$ cat src/rtl/crtc_pkg.sv
`default_nettype none
// ============================================================================
// Module      : crtc_pkg
// Description : Shared constants and types for the CRTC timing sequencer:
//               register index map, address field widths, vertical state
//               and cursor blink mode encodings.
// Revision    : 1.0 - initial release
// ============================================================================
package crtc_pkg;

    // CRTC register file indices ($E880 selects, $E881 writes)
    localparam int unsigned R0  = 0;
    localparam int unsigned R1  = 1;
    localparam int unsigned R2  = 2;
    localparam int unsigned R3  = 3;
    localparam int unsigned R4  = 4;
    localparam int unsigned R5  = 5;
    localparam int unsigned R6  = 6;
    localparam int unsigned R7  = 7;
    localparam int unsigned R8  = 8;
    localparam int unsigned R9  = 9;
    localparam int unsigned R10 = 10;
    localparam int unsigned R11 = 11;
    localparam int unsigned R12 = 12;
    localparam int unsigned R13 = 13;
    localparam int unsigned R14 = 14;
    localparam int unsigned R15 = 15;
    localparam int unsigned R16 = 16;
    localparam int unsigned R17 = 17;

    localparam int MA_W = 14;
    localparam int RA_W = 5;

    typedef enum logic [1:0] {
        V_ACTIVE = 2'd0,
        V_BORDER = 2'd1,
        V_ADJUST = 2'd2
    } v_state_t;

    typedef enum logic [1:0] {
        CUR_STEADY  = 2'd0,
        CUR_OFF     = 2'd1,
        CUR_BLINK16 = 2'd2,
        CUR_BLINK32 = 2'd3
    } cursor_mode_t;

endpackage
`default_nettype wire

$ cat src/rtl/crtc_if.sv
`default_nettype none
// ============================================================================
// Module      : crtc_if
// Description : Register-value inputs and video timing outputs of the CRTC.
//               master = register file / video path side, slave = crtc_timing.
//               Cursor signals exist only when CRTC_CURSOR_EN is defined.
// Revision    : 1.0 - initial release
// ============================================================================
interface crtc_if;
    import crtc_pkg::*;

    logic            char_clk_en;
    logic [7:0]      r0_h_total;
    logic [7:0]      r1_h_displayed;
    logic [7:0]      r2_h_sync_pos;
    logic [7:0]      r3_sync_width;
    logic [6:0]      r4_v_total;
    logic [4:0]      r5_v_adjust;
    logic [6:0]      r6_v_displayed;
    logic [6:0]      r7_v_sync_pos;
    logic [4:0]      r9_max_scan_line;
    logic [5:0]      r12_start_hi;
    logic [7:0]      r13_start_lo;
    logic [MA_W-1:0] ma;
    logic [RA_W-1:0] ra;
    logic            de;
    logic            h_sync;
    logic            v_sync;
    logic            frame_start;

`ifdef CRTC_CURSOR_EN
    logic [6:0]      r10_cursor_start;
    logic [4:0]      r11_cursor_end;
    logic [5:0]      r14_cursor_hi;
    logic [7:0]      r15_cursor_lo;
    logic            cursor;

    modport master (
        output char_clk_en, r0_h_total, r1_h_displayed, r2_h_sync_pos,
               r3_sync_width, r4_v_total, r5_v_adjust, r6_v_displayed,
               r7_v_sync_pos, r9_max_scan_line, r12_start_hi, r13_start_lo,
               r10_cursor_start, r11_cursor_end, r14_cursor_hi, r15_cursor_lo,
        input  ma, ra, de, h_sync, v_sync, frame_start, cursor
    );
    modport slave (
        input  char_clk_en, r0_h_total, r1_h_displayed, r2_h_sync_pos,
               r3_sync_width, r4_v_total, r5_v_adjust, r6_v_displayed,
               r7_v_sync_pos, r9_max_scan_line, r12_start_hi, r13_start_lo,
               r10_cursor_start, r11_cursor_end, r14_cursor_hi, r15_cursor_lo,
        output ma, ra, de, h_sync, v_sync, frame_start, cursor
    );
`else
    modport master (
        output char_clk_en, r0_h_total, r1_h_displayed, r2_h_sync_pos,
               r3_sync_width, r4_v_total, r5_v_adjust, r6_v_displayed,
               r7_v_sync_pos, r9_max_scan_line, r12_start_hi, r13_start_lo,
        input  ma, ra, de, h_sync, v_sync, frame_start
    );
    modport slave (
        input  char_clk_en, r0_h_total, r1_h_displayed, r2_h_sync_pos,
               r3_sync_width, r4_v_total, r5_v_adjust, r6_v_displayed,
               r7_v_sync_pos, r9_max_scan_line, r12_start_hi, r13_start_lo,
        output ma, ra, de, h_sync, v_sync, frame_start
    );
`endif

endinterface
`default_nettype wire

$ cat src/rtl/crtc_pulse_counter.sv
`default_nettype none
// ============================================================================
// Module      : crtc_pulse_counter
// Description : Sync pulse stretcher. i_start (qualified by i_tick) opens a
//               pulse lasting i_width ticks, width 0 meaning 16.
// Ports       : clk, rst (async, active-high), i_tick (advance), i_start,
//               i_width[3:0], o_active (registered pulse)
// Revision    : 1.0 - initial release
// ============================================================================
module crtc_pulse_counter (
    input  wire        clk,
    input  wire        rst,
    input  wire        i_tick,
    input  wire        i_start,
    input  wire  [3:0] i_width,
    output logic       o_active
);

    logic [3:0] r_cnt;     // ticks remaining after the current one
    logic       r_active;

    always_ff @(posedge clk or posedge rst) begin
        if (rst) begin
            r_cnt    <= 4'd0;
            r_active <= 1'b0;
        end else if (i_tick) begin
            if (i_start) begin
                // 0 - 1 wraps to 15, giving the 16-tick pulse for width 0
                r_cnt    <= i_width - 4'd1;
                r_active <= 1'b1;
            end else if (r_active) begin
                if (r_cnt == 4'd0) begin
                    r_active <= 1'b0;
                end else begin
                    r_cnt <= r_cnt - 4'd1;
                end
            end
        end
    end

    assign o_active = r_active;

endmodule
`default_nettype wire

$ cat src/rtl/crtc_timing.sv
`default_nettype none
// ============================================================================
// Module      : crtc_timing
// Description : Character-rate CRTC sequencer. Walks horizontal, scan-line
//               and row counters on char_clk_en and produces MA, RA, DE,
//               HSYNC, VSYNC and a frame-start strobe, all registered and
//               describing the character just entered.
// Ports       : clk, reset (async, active-high), bus (crtc_if.slave)
// Options     : CRTC_CURSOR_EN adds R10/R11/R14/R15 inputs and cursor output
// Revision    : 1.0 - initial release
// ============================================================================
module crtc_timing
    import crtc_pkg::*;
(
    input  wire    clk,
    input  wire    reset,
    crtc_if.slave  bus
);

    logic [7:0]      r_h;
    logic [RA_W-1:0] r_ra;
    logic [6:0]      r_row;
    v_state_t        r_vstate;
    logic            r_pending;     // next enable begins a frame
    logic [MA_W-1:0] r_row_base;
    logic [MA_W-1:0] r_ma;
    logic            r_de;
    logic            r_frame_start;

    logic [7:0]      w_h_nxt;
    logic [RA_W-1:0] w_ra_nxt;
    logic [6:0]      w_row_nxt;
    v_state_t        w_vstate_nxt;
    logic [MA_W-1:0] w_row_base_nxt;
    logic [MA_W-1:0] w_ma_nxt;
    logic [MA_W-1:0] w_start_addr;
    logic            w_frame_new;
    logic            w_line_end;
    logic            w_line_tick;
    logic            w_de_nxt;
    logic            w_hs_start;
    logic            w_vs_start;

    // Next-position logic; >= comparisons keep counters bounded if the CPU
    // shrinks a limit register while the counter is already past it.
    always_comb begin
        w_frame_new    = r_pending;
        w_line_end     = 1'b0;
        w_h_nxt        = r_h + 8'd1;
        w_ra_nxt       = r_ra;
        w_row_nxt      = r_row;
        w_vstate_nxt   = r_vstate;
        w_row_base_nxt = r_row_base;
        w_ma_nxt       = r_ma + 14'd1;
        w_start_addr   = {bus.r12_start_hi, bus.r13_start_lo};

        if (!r_pending && (r_h >= bus.r0_h_total)) begin
            w_line_end = 1'b1;
            w_h_nxt    = 8'd0;
            if (r_vstate == V_ADJUST) begin
                // ra doubles as the adjust-line counter
                if (({1'b0, r_ra} + 6'd1) >= {1'b0, bus.r5_v_adjust}) begin
                    w_frame_new = 1'b1;
                end else begin
                    w_ra_nxt = r_ra + 5'd1;
                    w_ma_nxt = r_row_base;
                end
            end else if (r_ra >= bus.r9_max_scan_line) begin
                w_ra_nxt       = 5'd0;
                w_row_base_nxt = r_row_base + {6'd0, bus.r1_h_displayed};
                w_ma_nxt       = w_row_base_nxt;
                if (r_row >= bus.r4_v_total) begin
                    if (bus.r5_v_adjust == 5'd0) begin
                        w_frame_new = 1'b1;
                    end else begin
                        w_vstate_nxt = V_ADJUST;
                    end
                end else begin
                    w_row_nxt    = r_row + 7'd1;
                    w_vstate_nxt = (w_row_nxt < bus.r6_v_displayed) ? V_ACTIVE : V_BORDER;
                end
            end else begin
                w_ra_nxt = r_ra + 5'd1;
                w_ma_nxt = r_row_base;
            end
        end

        if (w_frame_new) begin
            w_h_nxt        = 8'd0;
            w_ra_nxt       = 5'd0;
            w_row_nxt      = 7'd0;
            w_vstate_nxt   = (bus.r6_v_displayed != 7'd0) ? V_ACTIVE : V_BORDER;
            w_row_base_nxt = w_start_addr;
            w_ma_nxt       = w_start_addr;
        end

        w_line_tick = w_line_end | w_frame_new;
        w_de_nxt    = (w_vstate_nxt == V_ACTIVE) && (w_h_nxt < bus.r1_h_displayed);
        w_hs_start  = (w_h_nxt == bus.r2_h_sync_pos);
        w_vs_start  = w_line_tick && (w_vstate_nxt != V_ADJUST) &&
                      (w_row_nxt == bus.r7_v_sync_pos) && (w_ra_nxt == 5'd0);
    end

    always_ff @(posedge clk or posedge reset) begin
        if (reset) begin
            r_h           <= 8'd0;
            r_ra          <= 5'd0;
            r_row         <= 7'd0;
            r_vstate      <= V_ACTIVE;
            r_pending     <= 1'b1;
            r_row_base    <= 14'd0;
            r_ma          <= 14'd0;
            r_de          <= 1'b0;
            r_frame_start <= 1'b0;
        end else begin
            // strobe lasts one clk even when enables are sparse
            r_frame_start <= bus.char_clk_en & w_frame_new;
            if (bus.char_clk_en) begin
                r_h        <= w_h_nxt;
                r_ra       <= w_ra_nxt;
                r_row      <= w_row_nxt;
                r_vstate   <= w_vstate_nxt;
                r_pending  <= 1'b0;
                r_row_base <= w_row_base_nxt;
                r_ma       <= w_ma_nxt;
                r_de       <= w_de_nxt;
            end
        end
    end

    crtc_pulse_counter u_hsync (
        .clk      (clk),
        .rst      (reset),
        .i_tick   (bus.char_clk_en),
        .i_start  (w_hs_start),
        .i_width  (bus.r3_sync_width[3:0]),
        .o_active (bus.h_sync)
    );

    crtc_pulse_counter u_vsync (
        .clk      (clk),
        .rst      (reset),
        .i_tick   (bus.char_clk_en & w_line_tick),
        .i_start  (w_vs_start),
        .i_width  (bus.r3_sync_width[7:4]),
        .o_active (bus.v_sync)
    );

    assign bus.ma          = r_ma;
    assign bus.ra          = r_ra;
    assign bus.de          = r_de;
    assign bus.frame_start = r_frame_start;

`ifdef CRTC_CURSOR_EN
    logic [4:0]   r_frame_cnt;
    logic         r_blink32;
    logic         r_cursor;
    logic         w_blink;
    logic         w_cursor_nxt;
    cursor_mode_t w_mode;

    always_comb begin
        w_mode  = cursor_mode_t'(bus.r10_cursor_start[6:5]);
        w_blink = 1'b1;
        case (w_mode)
            CUR_STEADY:  w_blink = 1'b1;
            CUR_OFF:     w_blink = 1'b0;
            CUR_BLINK16: w_blink = r_frame_cnt[4];
            default:     w_blink = r_blink32;
        endcase
        w_cursor_nxt = w_de_nxt && (w_ma_nxt == {bus.r14_cursor_hi, bus.r15_cursor_lo}) &&
                       (w_ra_nxt >= bus.r10_cursor_start[4:0]) &&
                       (w_ra_nxt <= bus.r11_cursor_end) && w_blink;
    end

    always_ff @(posedge clk or posedge reset) begin
        if (reset) begin
            r_frame_cnt <= 5'd0;
            r_blink32   <= 1'b0;
            r_cursor    <= 1'b0;
        end else if (bus.char_clk_en) begin
            r_cursor <= w_cursor_nxt;
            if (w_frame_new) begin
                r_frame_cnt <= r_frame_cnt + 5'd1;
                // counter wrap marks each 32-frame interval
                if (r_frame_cnt == 5'd31) begin
                    r_blink32 <= ~r_blink32;
                end
            end
        end
    end

    assign bus.cursor = r_cursor;
`endif

endmodule
`default_nettype wire

$ cat src/flat_wrapper.sv
// flat-port wrapper written by rule: the top's interface ports become plain ports
module crtc_timing_flat import crtc_pkg::*;
  (clk, reset, bus_char_clk_en, bus_r0_h_total, bus_r1_h_displayed, bus_r2_h_sync_pos, bus_r3_sync_width, bus_r4_v_total, bus_r5_v_adjust, bus_r6_v_displayed, bus_r7_v_sync_pos, bus_r9_max_scan_line, bus_r12_start_hi, bus_r13_start_lo, bus_ma, bus_ra, bus_de, bus_h_sync, bus_v_sync, bus_frame_start);
  crtc_if bus_i ();
  input  wire clk;
  input  wire reset;
  input wire logic [$bits(bus_i.char_clk_en)-1:0] bus_char_clk_en;
  input wire logic [$bits(bus_i.r0_h_total)-1:0] bus_r0_h_total;
  input wire logic [$bits(bus_i.r1_h_displayed)-1:0] bus_r1_h_displayed;
  input wire logic [$bits(bus_i.r2_h_sync_pos)-1:0] bus_r2_h_sync_pos;
  input wire logic [$bits(bus_i.r3_sync_width)-1:0] bus_r3_sync_width;
  input wire logic [$bits(bus_i.r4_v_total)-1:0] bus_r4_v_total;
  input wire logic [$bits(bus_i.r5_v_adjust)-1:0] bus_r5_v_adjust;
  input wire logic [$bits(bus_i.r6_v_displayed)-1:0] bus_r6_v_displayed;
  input wire logic [$bits(bus_i.r7_v_sync_pos)-1:0] bus_r7_v_sync_pos;
  input wire logic [$bits(bus_i.r9_max_scan_line)-1:0] bus_r9_max_scan_line;
  input wire logic [$bits(bus_i.r12_start_hi)-1:0] bus_r12_start_hi;
  input wire logic [$bits(bus_i.r13_start_lo)-1:0] bus_r13_start_lo;
  output wire logic [$bits(bus_i.ma)-1:0] bus_ma;
  output wire logic [$bits(bus_i.ra)-1:0] bus_ra;
  output wire logic [$bits(bus_i.de)-1:0] bus_de;
  output wire logic [$bits(bus_i.h_sync)-1:0] bus_h_sync;
  output wire logic [$bits(bus_i.v_sync)-1:0] bus_v_sync;
  output wire logic [$bits(bus_i.frame_start)-1:0] bus_frame_start;
  assign bus_i.char_clk_en = bus_char_clk_en;
  assign bus_i.r0_h_total = bus_r0_h_total;
  assign bus_i.r1_h_displayed = bus_r1_h_displayed;
  assign bus_i.r2_h_sync_pos = bus_r2_h_sync_pos;
  assign bus_i.r3_sync_width = bus_r3_sync_width;
  assign bus_i.r4_v_total = bus_r4_v_total;
  assign bus_i.r5_v_adjust = bus_r5_v_adjust;
  assign bus_i.r6_v_displayed = bus_r6_v_displayed;
  assign bus_i.r7_v_sync_pos = bus_r7_v_sync_pos;
  assign bus_i.r9_max_scan_line = bus_r9_max_scan_line;
  assign bus_i.r12_start_hi = bus_r12_start_hi;
  assign bus_i.r13_start_lo = bus_r13_start_lo;
  assign bus_ma = bus_i.ma;
  assign bus_ra = bus_i.ra;
  assign bus_de = bus_i.de;
  assign bus_h_sync = bus_i.h_sync;
  assign bus_v_sync = bus_i.v_sync;
  assign bus_frame_start = bus_i.frame_start;
  crtc_timing u_core (.clk(clk), .reset(reset), .bus(bus_i));
endmodule
$ cat config.mk
export PLATFORM = sky130hd
export DESIGN_NAME = crtc_timing_flat
export DESIGN_NICKNAME = d
export VERILOG_FILES = /design/src/rtl/crtc_pkg.sv /design/src/rtl/crtc_if.sv /design/src/rtl/crtc_pulse_counter.sv /design/src/rtl/crtc_timing.sv /design/src/flat_wrapper.sv
export SDC_FILE = /design/constraint.sdc
export NUM_CORES = 1
export LEC_CHECK = 0
export ABC_AREA = 1
export BUFFER_PORTS_ARGS = -buffer_cell sky130_fd_sc_hd__buf_2
export CORE_MARGIN = 2
export CORE_UTILIZATION = 30
export CTS_BUF_LIST = sky130_fd_sc_hd__clkbuf_16
export CTS_CLUSTER_SIZE = 16
export DETAILED_ROUTE_END_ITERATION = 10
export PLACE_DENSITY = 0.6
export SYNTH_ARGS = -nofsm -noshare
export SYNTH_HDL_FRONTEND = slang
export SYNTH_SLANG_ARGS = --single-unit
$ cat constraint.sdc
create_clock -name clk -period 7.94 [get_ports clk]
set_input_delay 1.588 -clock clk [delete_from_list [all_inputs] [get_ports clk]]
set_output_delay 1.588 -clock clk [all_outputs]
set_load 0.03 [all_outputs]
# Word-level counts from Yosys, hierarchy flattened
# Index checks and enable logic that the tools add are counted.
# W data, S select, Z words.
# totals
reg_bits	63
in_bits	80
out_inout_bits	23
elab_cells	104
# classes
add_sub_neg	10
magnitude_cmp	6
eq_ne	7
muxes	47
n_bitwise	3
n_reduce_logical	18
# op_table
op	n
$mux W14	8
$mux W7	5
$mux W5	5
$mux W4	6
$mux W8	2
$sub A4 B1 Y4 const B	4
$mux W1	15
$add A14 B1 Y14 const B	1
$add A14 B8 Y14	1
$mux W2	6
$logic_not A5 Y1	2
$reduce_and A3 Y1	3
$add A8 B1 Y8 const B	1
$eq A8 B8 Y1	1
$ge A8 B8 Y1	1
$logic_not A4 Y1	2
$lt A8 B8 Y1	1
$add A7 B1 Y7 const B	1
$eq A7 B7 Y1	1
$ge A7 B7 Y1	1
$lt A7 B7 Y1	1
$reduce_bool A7 Y1	1
$add A5 B1 Y6 const B	1
$ge A6 B5 Y1	1
other kinds (11)	20

# Logic depth before layout (Yosys ltp)
# Gate-level depths: netlist of the first run.
# logic_depth
ltp_word	14
depth_mapped	29
ltp_nobuf	28

# Hierarchy
# From an unflattened synthesis of the first run, not the netlist that was laid out.
# hier_totals
hier_cells	897
hier_area_um2	6024.5
# by_module_without_submodules
mod	n_inst	cells_per_inst	area_per_inst_um2	seq_area_each_um2
crtc_timing	1	801	5308.8	1327.5
crtc_pulse_counter	2	48	357.8	125.1

# Worst setup path before layout of the first run
# Ideal clock, no wire load.
# synth_timing
path_type	in2reg
startpoint	in bus_r0_h_total[3]
endpoint	reg u_core.u_vsync.r_cnt[2]
setup_ns	0.127
arrival_ns	3.889
required_ns	7.813
slack_ns	3.925
stages	26
n_path_buf	2
cell_sequence	inv_1 ha_1 nand2_1 nor2_1 nor2_1 nand2_2 nand2_2 nand2_4 nand3_2 nand2_4 nand2_2 nand2_4 buf_8 buf_8 nand3_1 nand2_1 nand2_1 nor2_2 nand3_2 nand2_1 nand2_2 ha_1 inv_1 nand2_1 nand3_1 o21ai_0
# synth_via
elab_chain_cells	10
word_cells_on_any_way	22
classes_between	order compare (1); eq/ne (3); mux (9); bitwise (2); reduce/logical (7)
# synth_rtl
element	line	rtl
start: declaration	flat_wrapper.sv:8	input wire logic [$bits(bus_i.r0_h_total)-1:0] bus_r0_h_total;
$ge A8 B8 Y1 (*)	crtc_timing.sv:57	if (!r_pending && (r_h >= bus.r0_h_total)) begin
$logic_and A1 B1 Y1 (*)	crtc_timing.sv:57	
$mux W2 / $mux W1 (equally long branches)	crtc_timing.sv:57	
$mux W2	crtc_timing.sv:88	if (w_frame_new) begin
$ne A2 B2 Y1	crtc_timing.sv:100	w_vs_start = w_line_tick && (w_vstate_nxt != V_ADJUST) &&
$logic_and A1 B1 Y1 (2 in a row)	crtc_timing.sv:100	
$logic_and A1 B1 Y1	crtc_timing.sv:101	(w_row_nxt == bus.r7_v_sync_pos) && (w_ra_nxt == 5'd0);
$ne A2 B2 Y1 (no source line) / $reduce_bool A2 Y1 (equally long branches)	-	
$reduce_and A3 Y1 (no source line)	-	
end signal: assignment	crtc_pulse_counter.sv:29	r_cnt <= i_width - 4'd1;
end signal: assignment	crtc_pulse_counter.sv:35	r_cnt <= r_cnt - 4'd1;
end: declaration	crtc_pulse_counter.sv:19	logic [3:0] r_cnt;
# Every way passes the cells marked *; elsewhere a longest branch is shown, timed or not.
# A chain may end at the register's enable or synchronous reset.

# Final worst setup path of the first run
# Ends and elaborated chain as after synthesis.

==> results.txt, run 1 <==
- Endpoint type of the worst setup path: flip-flop
- After global routing the overflow that remains totals 0.
* IR drop worst, VDD: 0.000146 V
- The H-tree was split into 3 levels.
- Area of the multi-input gates: 3720 um2
- Synthesis handed over a netlist of 884 instances.
- Number of pins exceeding their max-slew limit in the final report: 0
- Placement-stage cell area: 6660 um2
- Layout Nets: 1111
* Total area of sequential cells: 1580 um2
- Wire per inst: 13.1 um
- Of the total power, the clock network draws 0.192.
- OpenSTA, run right after detailed placement, puts the worst setup slack at 2.95 ns.
- Part of the cycle the worst path needs: 0.585
* Area inside the core boundary: 19400 um2
- Async S/R FF share, synth: 1.00
- Port Buf Inserts: 102
- I/O pins: 103
- The analysis attributes to cell leakage a power of 0.00370 uW.
- Number of DRC violations after detailed-routing iteration 0: 395
- Setup repair after global routing left no endpoint under its margin.
* DIE WIDTH: 144 um
* Number of buffers inserted for hold repair after clock tree synthesis: 0
* Critical path required time: 8.16 ns
* Net Count, Synth: 1017
- Pin count of the biggest net entering global routing: 64
- Clock Tree Root: sky130_fd_sc_hd__clkbuf_16
* Number of diodes: 0
- The floorplan step set the die height to 144 um.
- Last weighted congestion value of the routability-driven placer: 0.866
- In this design, the stage delay of the slowest critical-path cell is 0.51 ns.
* Outcome: complete, no violations
- For this run, the total global-route usage over all layers was measured as 0.164.
- Counting flops with a built-in enable in the synthesized netlist gives 0.
- Post-CTS Setup Bufs: 0
- Detailed routing inserted a total of 5729 vias.
* Fraction of final layout cells sized beyond drive strength 1: 0.166
* Final setup vio count: 0
* Starting density of the core: 0.305
- Maximum achievable frequency: 0.215 GHz
- The mapped netlist covers 5920 um2.
- Final Hold Viols: 0
- Syn_area_per_cell: 6.69 um2
- The synthesized netlist contains 46 unique library cells.
- Final worst hold slack: 0.483 ns
- Of the total power, registers draw 0.303.
- The clock net in this run drives a total of 63 sinks.
- Max-Slew Margin vs Limit: 0.435
- Clock Latency Late Sink: 0.34 ns
* Startpoint type of the worst setup path: input port
- Number of warnings reported in the yosys synthesis log: 0
- Psw: 879 uW
- Clock tree from TritonCTS: built
- Critical path type: input port to flip-flop
* Seq cells post-synth: 63
* Antenna violations before repair: 0
* Initial DRT Pass Iterations: 7
- Of the total power, the share spent switching nets is 0.473.
- In the synthesized netlist the dominant register cell turns out to be sky130_fd_sc_hd__dfrtp_1.
* Internal portion of total power: 979 uW
- Area added between synthesis and finish: 17.0%
- Number of vias per cell: 4.59
* Setup Skew: 0.00699 ns
- Fillers: 2122
* Vias in the first global route: 5416
- Endpoint arrival time on the critical path: 4.87 ns
* Most frequent cell on the critical path: sky130_fd_sc_hd__nand2_1
* Number of buffers and inverters on the critical path: 3
- In this run the deepest clock path goes through 2 buffers.
- The first global-routing pass estimated 26800 um of wire.
- The final layout contains routed wiring with a total length of 16400 um.
- The share of total power dissipated in combinational logic is 0.505.
- With fillers left out, the area of the finished cells amounts to 6920 um2.
- Count of maximum capacitance violations: 0
- The die covers 20900 um2.
* Largest fanout on the critical path: 57
- Resize count post-CTS: 0
- Across all setup checks in the final design, the least slack found is 3.29 ns.
- Power spread over the standard cell area amounts to 268 nW/um2.
- Adding up every negative setup slack in the final design gives 0 ns.
* Cell with the biggest individual delay on the critical path: sky130_fd_sc_hd__nand2_4
- Once detail routing completed, the nets flagged for antenna violations numbered 0.
- Row generation in the floorplan step produced 51 rows.
- Worst hold path class: flip-flop to flip-flop
- TritonCTS created 9 clock buffers.
* Post-detail-place hpwl: 12800 um
- Clock slew at the register clock pins of the worst setup and hold paths: 0.06 ns
- At the pin with the least slew margin, the transition time is 0.848 ns.
- Counting I/O delays and the setup requirement, the final critical path takes 4.65 ns.
* Commonest non-fill, non-tap cells in the layout: 233 x sky130_fd_sc_hd__nand2_1, 132 x sky130_fd_sc_hd__inv_1, 102 x sky130_fd_sc_hd__buf_2, 74 x sky130_fd_sc_hd__nor2_1
* Most common library cell in the layout ignoring fill and taps: sky130_fd_sc_hd__nand2_1
* Number of design rule violations left after detail routing: 0
* Largest delay contributor family on the critical path: simple AND/OR/NAND/NOR gates
* Sequential area share after synthesis: 0.267
[cells in the mapped netlist (2+ instances only)]
cell / count / share of area
sky130_fd_sc_hd__a21o_1: 2 / 0.0025
sky130_fd_sc_hd__nand2_4: 4 / 0.0076
sky130_fd_sc_hd__o21ai_0: 62 / 0.052
sky130_fd_sc_hd__nor4_1: 3 / 0.0032
sky130_fd_sc_hd__nand3_1: 56 / 0.047
sky130_fd_sc_hd__ha_1: 52 / 0.11
sky130_fd_sc_hd__buf_8: 2 / 0.0051
sky130_fd_sc_hd__clkbuf_1: 15 / 0.0095
sky130_fd_sc_hd__a22oi_1: 5 / 0.0063
sky130_fd_sc_hd__nand3_2: 5 / 0.0085
sky130_fd_sc_hd__inv_1: 131 / 0.083
sky130_fd_sc_hd__inv_2: 2 / 0.0013
sky130_fd_sc_hd__nand2_1: 233 / 0.15
sky130_fd_sc_hd__nor3_1: 11 / 0.0093
sky130_fd_sc_hd__a21oi_1: 36 / 0.030
sky130_fd_sc_hd__o21ai_1: 7 / 0.0059
sky130_fd_sc_hd__dfrtp_1: 62 / 0.26
sky130_fd_sc_hd__nand4_1: 10 / 0.011
sky130_fd_sc_hd__clkinv_1: 2 / 0.0013
sky130_fd_sc_hd__xor2_1: 19 / 0.028
sky130_fd_sc_hd__xnor2_1: 8 / 0.012
sky130_fd_sc_hd__buf_2: 2 / 0.0017
sky130_fd_sc_hd__o21ai_2: 2 / 0.0030
sky130_fd_sc_hd__or2_2: 3 / 0.0032
sky130_fd_sc_hd__nand2_2: 13 / 0.014
sky130_fd_sc_hd__nor2_4: 7 / 0.013
sky130_fd_sc_hd__o21bai_1: 3 / 0.0038
sky130_fd_sc_hd__nand3b_1: 4 / 0.0051
sky130_fd_sc_hd__a31oi_1: 20 / 0.021
sky130_fd_sc_hd__o211ai_1: 5 / 0.0063
sky130_fd_sc_hd__nor2_1: 74 / 0.047
sky130_fd_sc_hd__nor2_2: 6 / 0.0063
sky130_fd_sc_hd__buf_4: 2 / 0.0025
sky130_fd_sc_hd__o22ai_1: 2 / 0.0021
sky130_fd_sc_hd__o311ai_0: 3 / 0.0044
[metal layers]
layer	GRT usage	vias to the layer above	wire, um
met5	0	-	0
met4	0.0368	0	158
met3	0.0358	10	773
met2	0.275	108	7650
met1	0.218	2531	7790
li1	-	3080	-
[stage by stage]
step / power [uW] / cells / utilization
after floorplan: 1260 / 884 / -
after detailed placement: 1500 / 1232 / 0.343
after CTS: 1870 / 1248 / 0.357
final: 1860 / 1248 / 0.357
after global routing: 2030 / 1248 / 0.357
after global placement: 1490 / 1232 / 0.343
[worst min-delay path: cells and delay by family, from the launching register on]
family,cells,cell delay (ns)
flops,1,0.34
simple gates,2,0.11
[cell families (layout without fill, tap and decap cells)]
| logic type | count (synthesis) | in the layout | share of synthesized area |
|---|---|---|---|
| AOI/OAI and AO/OA | 155 | 155 | 0.151 |
| DFF | 63 | 63 | 0.267 |
| and+or+nand+nor | 430 | 430 | 0.324 |
| xor gates and xnor gates | 27 | 27 | 0.0400 |
| buffers and inverters | 156 | 255 | 0.104 |
| adders and majority gates | 53 | 53 | 0.113 |
[power by group through the flow]
stage | Sequential [uW] | Combinational (uW) | Clock (uW)
final | 563 | 938 | 356
after global routing | 583 | 1070 | 380
after CTS | 562 | 945 | 367
after detailed placement | 566 | 938 | 0
after global placement | 567 | 925 | 0
after floorplan | 614 | 645 | 0
[final timing paths]
path,to,start,cells after the start,slack (ns)
worst min-delay path,u_core.bus.de,u_core.bus.de,2,0.48
worst max register to register,u_core.u_vsync.r_cnt[2],u_core.bus.ra[0],24,3.71
worst min register to register,u_core.bus.de,u_core.bus.de,2,0.48
min in group asynchronous,u_core.r_row_base[11],reset,3,1.50
worst max-delay path,u_core.u_vsync.r_cnt[2],bus_r0_h_total[3],25,3.29
max in group asynchronous,u_core.r_row[1],reset,3,5.89
[cell type report]
cell class,instances,share of cell area
multi-input combinational,665,0.538
timing repair buffer,104,0.0759
sequential,63,0.228
tap,265,0.0479
clock inverter,7,0.00488
inverter,135,0.0732
clock buffer,9,0.0325
[sequential cells by signal (all words and copies together) (netlist names), 2 cells and up]
register and cells:
u_core.r_row 7, u_core.u_hsync.r_cnt 4, u_core.r_vstate 2, u_core.u_vsync.r_cnt 4, u_core.bus.ra 5, u_core.r_row_base 14
u_core.r_h 8, u_core.bus.ma 14
No activity file was read; power rests on OpenSTA's default activity.
==> run 2, diff against run 1 <==
clock period = 4.3 ns   (was 7.94 ns; I/O delays follow)
==> results.txt, run 2 (same netlist as run 1, synthesis figures left out) <==
- The cell that appears most often on the critical path is sky130_fd_sc_hd__nand2_1.
- Cell with the biggest individual delay on the critical path: sky130_fd_sc_hd__dfrtp_1
- The post-cts repair resize count came to 0 (unchanged).
- Transition time at the pin with the least slew margin: 0.855 ns (+0.00705 ns)
- CTS buffer count: 9 (unchanged)
- Final Hold Viols: 0 (unchanged)
* Layout Nets: 1116 (+0.45%)
- Leakage Power: 0.00373 uW (+0.75%)
- TritonCTS Sinks: 63 (unchanged)
* Count of antenna-violating nets left after detailed routing: 0 (unchanged)
- Setup Skew: 0.00485 ns (-0.00214 ns)
- The number of maximum-capacitance violations is 0 (unchanged).
- Last weighted congestion value of the routability-driven placer: 0.864 (-0.24%)
- Psw: 1600 uW (+82%)
- Power density normalized to cell area: 491 nW/um2 (+83%)
- Initial DRT Pass Iterations: 5 (-2)
- Clock group share of total power: 0.190 (-0.002)
* Global-route wire length before repair: 27500 um (+2.7%)
* Most common library cell in the layout ignoring fill and taps: sky130_fd_sc_hd__nand2_1
* Pre-CTS setup slack: 0.375 ns (-2.57 ns)
* Final setup vio count: 0 (unchanged)
* Switching share of total power: 0.469 (-0.00386)
* Combined global-route utilization of all metal layers: 0.168 (+0.00307)
* H-tree level count: 3 (unchanged)
- Antenna violations before repair: 1 (+1)
* Largest fanout on the critical path: 31 (-46%)
- The register share of total power came to 0.301 (-0.002).
- The worst setup path is of the flip-flop to flip-flop kind.
* Commonest non-fill, non-tap cells in the layout: 233 x sky130_fd_sc_hd__nand2_1, 134 x sky130_fd_sc_hd__inv_1, 102 x sky130_fd_sc_hd__buf_2, 74 x sky130_fd_sc_hd__nor2_1
- The min-delay analysis places its worst path in the category flip-flop to flip-flop.
- The DRC violation count after routing was 0 (unchanged).
* Clock buffer depth: 2 (unchanged)
- Number of vias per cell: 4.65 (+1.3%)
- Clock tree from TritonCTS: built
* Fraction of final layout cells sized beyond drive strength 1: 0.167 (+0.00135)
- The height of the die was 144 um (unchanged).
- Destination of the worst register-to-register timing path: u_core.u_hsync.r_cnt[2]
- The worst path needs 3.82 ns of the cycle, external delays included.
* Internal portion of total power: 1810 uW (+85%)
* Gate power share: 0.509 (+0.004)
* Floorplan die area: 20900 um2 (unchanged)
- Cell Chain, Critical Path: inv_1, nor2_1, xnor2_1, inv_1, ha_1, nand2_1, nand2_1, nand2_1, nand3_2, nor2_2, nand3_2, nand2_4, nand2_2, nand2_4, nand2_1, xnor2_1, nor2_1, nand2_2, nor2_4, nand2_1, nand2_2, ha_1, xor2_1, o21ai_1
- Area added between synthesis and finish: 17.5%
* Worst Hold Launch: u_core.bus.de
- The path with the worst hold slack has its endpoint at u_core.bus.de.
* Final worst hold slack: 0.509 ns (+0.0258 ns)
* Post-placement cell count: 1237 (+0.41%)
- In this run the critical register-to-register path is launched from u_core.bus.ra[0].
* Clock slew at the register clock pins of the worst setup and hold paths: 0.05 ns (about the same)
* Clock Latency Late Sink: 0.34 ns (about the same)
* Post-detail-place hpwl: 13100 um (+2.1%)
- The total vias in the final route came to 5824 (+1.7%).
- Port Buf Inserts: 102 (unchanged)
- Maximum achievable frequency: 0.262 GHz
- The required time at the worst-slack endpoint is 4.52 ns (-3.64 ns).
- Endpoint type of the worst setup path: flip-flop
- Post-layout instance count excluding filler cells: 1253 (+0.40%)
- The largest net degree at the start of global routing was 45 (-30%).
* Startpoint type of the worst setup path: flip-flop
- Max-Slew Margin vs Limit: 0.429 (-0.00553)
- The total congestion overflow was 0 (unchanged).
* Wire per inst: 13.2 um (+0.84%)
- The number of global-route vias before repair is 5592 (+3.2%).
- Number of buffers inserted for hold repair after clock tree synthesis: 0 (unchanged)
- IR drop worst, VDD: 0.000300 V (+110%)
- Part of the cycle the worst path needs: 0.889
* Count of cells along the worst hold path: 2 (unchanged)
- Register-to-Register Setup Slack: 0.48 ns (-3.23 ns)
- The final routed wirelength across all metal layers came to 16600 um (+1.2%).
- Area inside the core boundary: 19400 um2 (unchanged)
* Number of DRC violations after detailed-routing iteration 0: 263 (-33%)
- The I/O pin count was 103 (unchanged).
- Clock Tree Root: sky130_fd_sc_hd__clkbuf_16
- The delay of the slowest cell on the worst path was 0.47 ns (-0.04 ns).
* Depth of the most critical reg-to-reg path: 24 (unchanged)
- Fin Setup TNS: 0 ns (unchanged)
- The starting density of the core is 0.305 (unchanged).
- The flow ran to the end, and the final reports show no timing, DRC or antenna violations.
* DIE WIDTH: 144 um (unchanged)
- Number of pins exceeding their max-slew limit in the final report: 0 (unchanged)
* Number of rows created at floorplan: 51 (unchanged)
* Crit path setup slack, layout: 0.476 ns (-2.82 ns)
* Endpoint arrival time on the critical path: 4.05 ns (-0.82 ns)
- Post-CTS Setup Bufs: 0 (unchanged)
## run 2: final cells by class
type | count | area [um2]
multi-input combinational | 665 | 3720
inverter | 135 | 507
clock buffer | 9 | 225
sequential | 63 | 1580
antenna | 1 | 2.50
clock inverter | 6 | 23.8
fill | 2145 | 12400
tap | 265 | 332
timing repair buffer | 109 | 563
## run 2: routing by layer
| layer | wire (um) | GRT usage |
|---|---|---|
| met4 | 206 | 0.0373 |
| met1 | 7960 | 0.223 |
| met2 | 7620 | 0.279 |
| met3 | 779 | 0.0368 |
| met5 | 0 | 0 |
## run 2: power by group through the flow
stage / Sequential (uW) / Combinational (uW) / Clock [uW]
after floorplan: 1130 / 1190 / 0
after global placement: 1030 / 1720 / 0
after detailed placement: 1040 / 1750 / 0
after CTS: 1030 / 1760 / 670
after global routing: 1060 / 2000 / 690
final: 1030 / 1740 / 648
## run 2: worst max-delay path, delay by kind of cell, from the launching register on
| kind | cells | cell delay [ns] |
|---|---|---|
| AO/OA/AOI/OAI | 1 | 0.07 |
| buffers and inverters | 2 | 0.21 |
| AND/OR/NAND/NOR | 16 | 2.04 |
| flip-flops | 1 | 0.47 |
| adder cells (fa/ha/maj) | 2 | 0.46 |
| XOR/XNOR | 3 | 0.43 |
## run 2: worst max-delay path by stage
stage | from | end
floorplan | u_core.bus.ra[0] | u_core.u_vsync.r_cnt[2]
global placement | bus_r0_h_total[3] | u_core.u_hsync.r_cnt[2]
detailed placement | bus_r0_h_total[3] | u_core.u_hsync.r_cnt[2]
CTS | u_core.bus.ra[0] | u_core.u_hsync.r_cnt[2]
global route | u_core.bus.ra[0] | u_core.u_vsync.r_cnt[2]
finish | u_core.bus.ra[0] | u_core.u_hsync.r_cnt[2]
## run 2: stage by stage
stage               utilization  total power, uW  cell area, um2
detailed placement        0.345             2780            6700
CTS                       0.358             3450            6950
floorplan                     -             2320            5920
global route              0.358             3760            6950
finish                    0.358             3410            6950
global placement          0.345             2750            6700
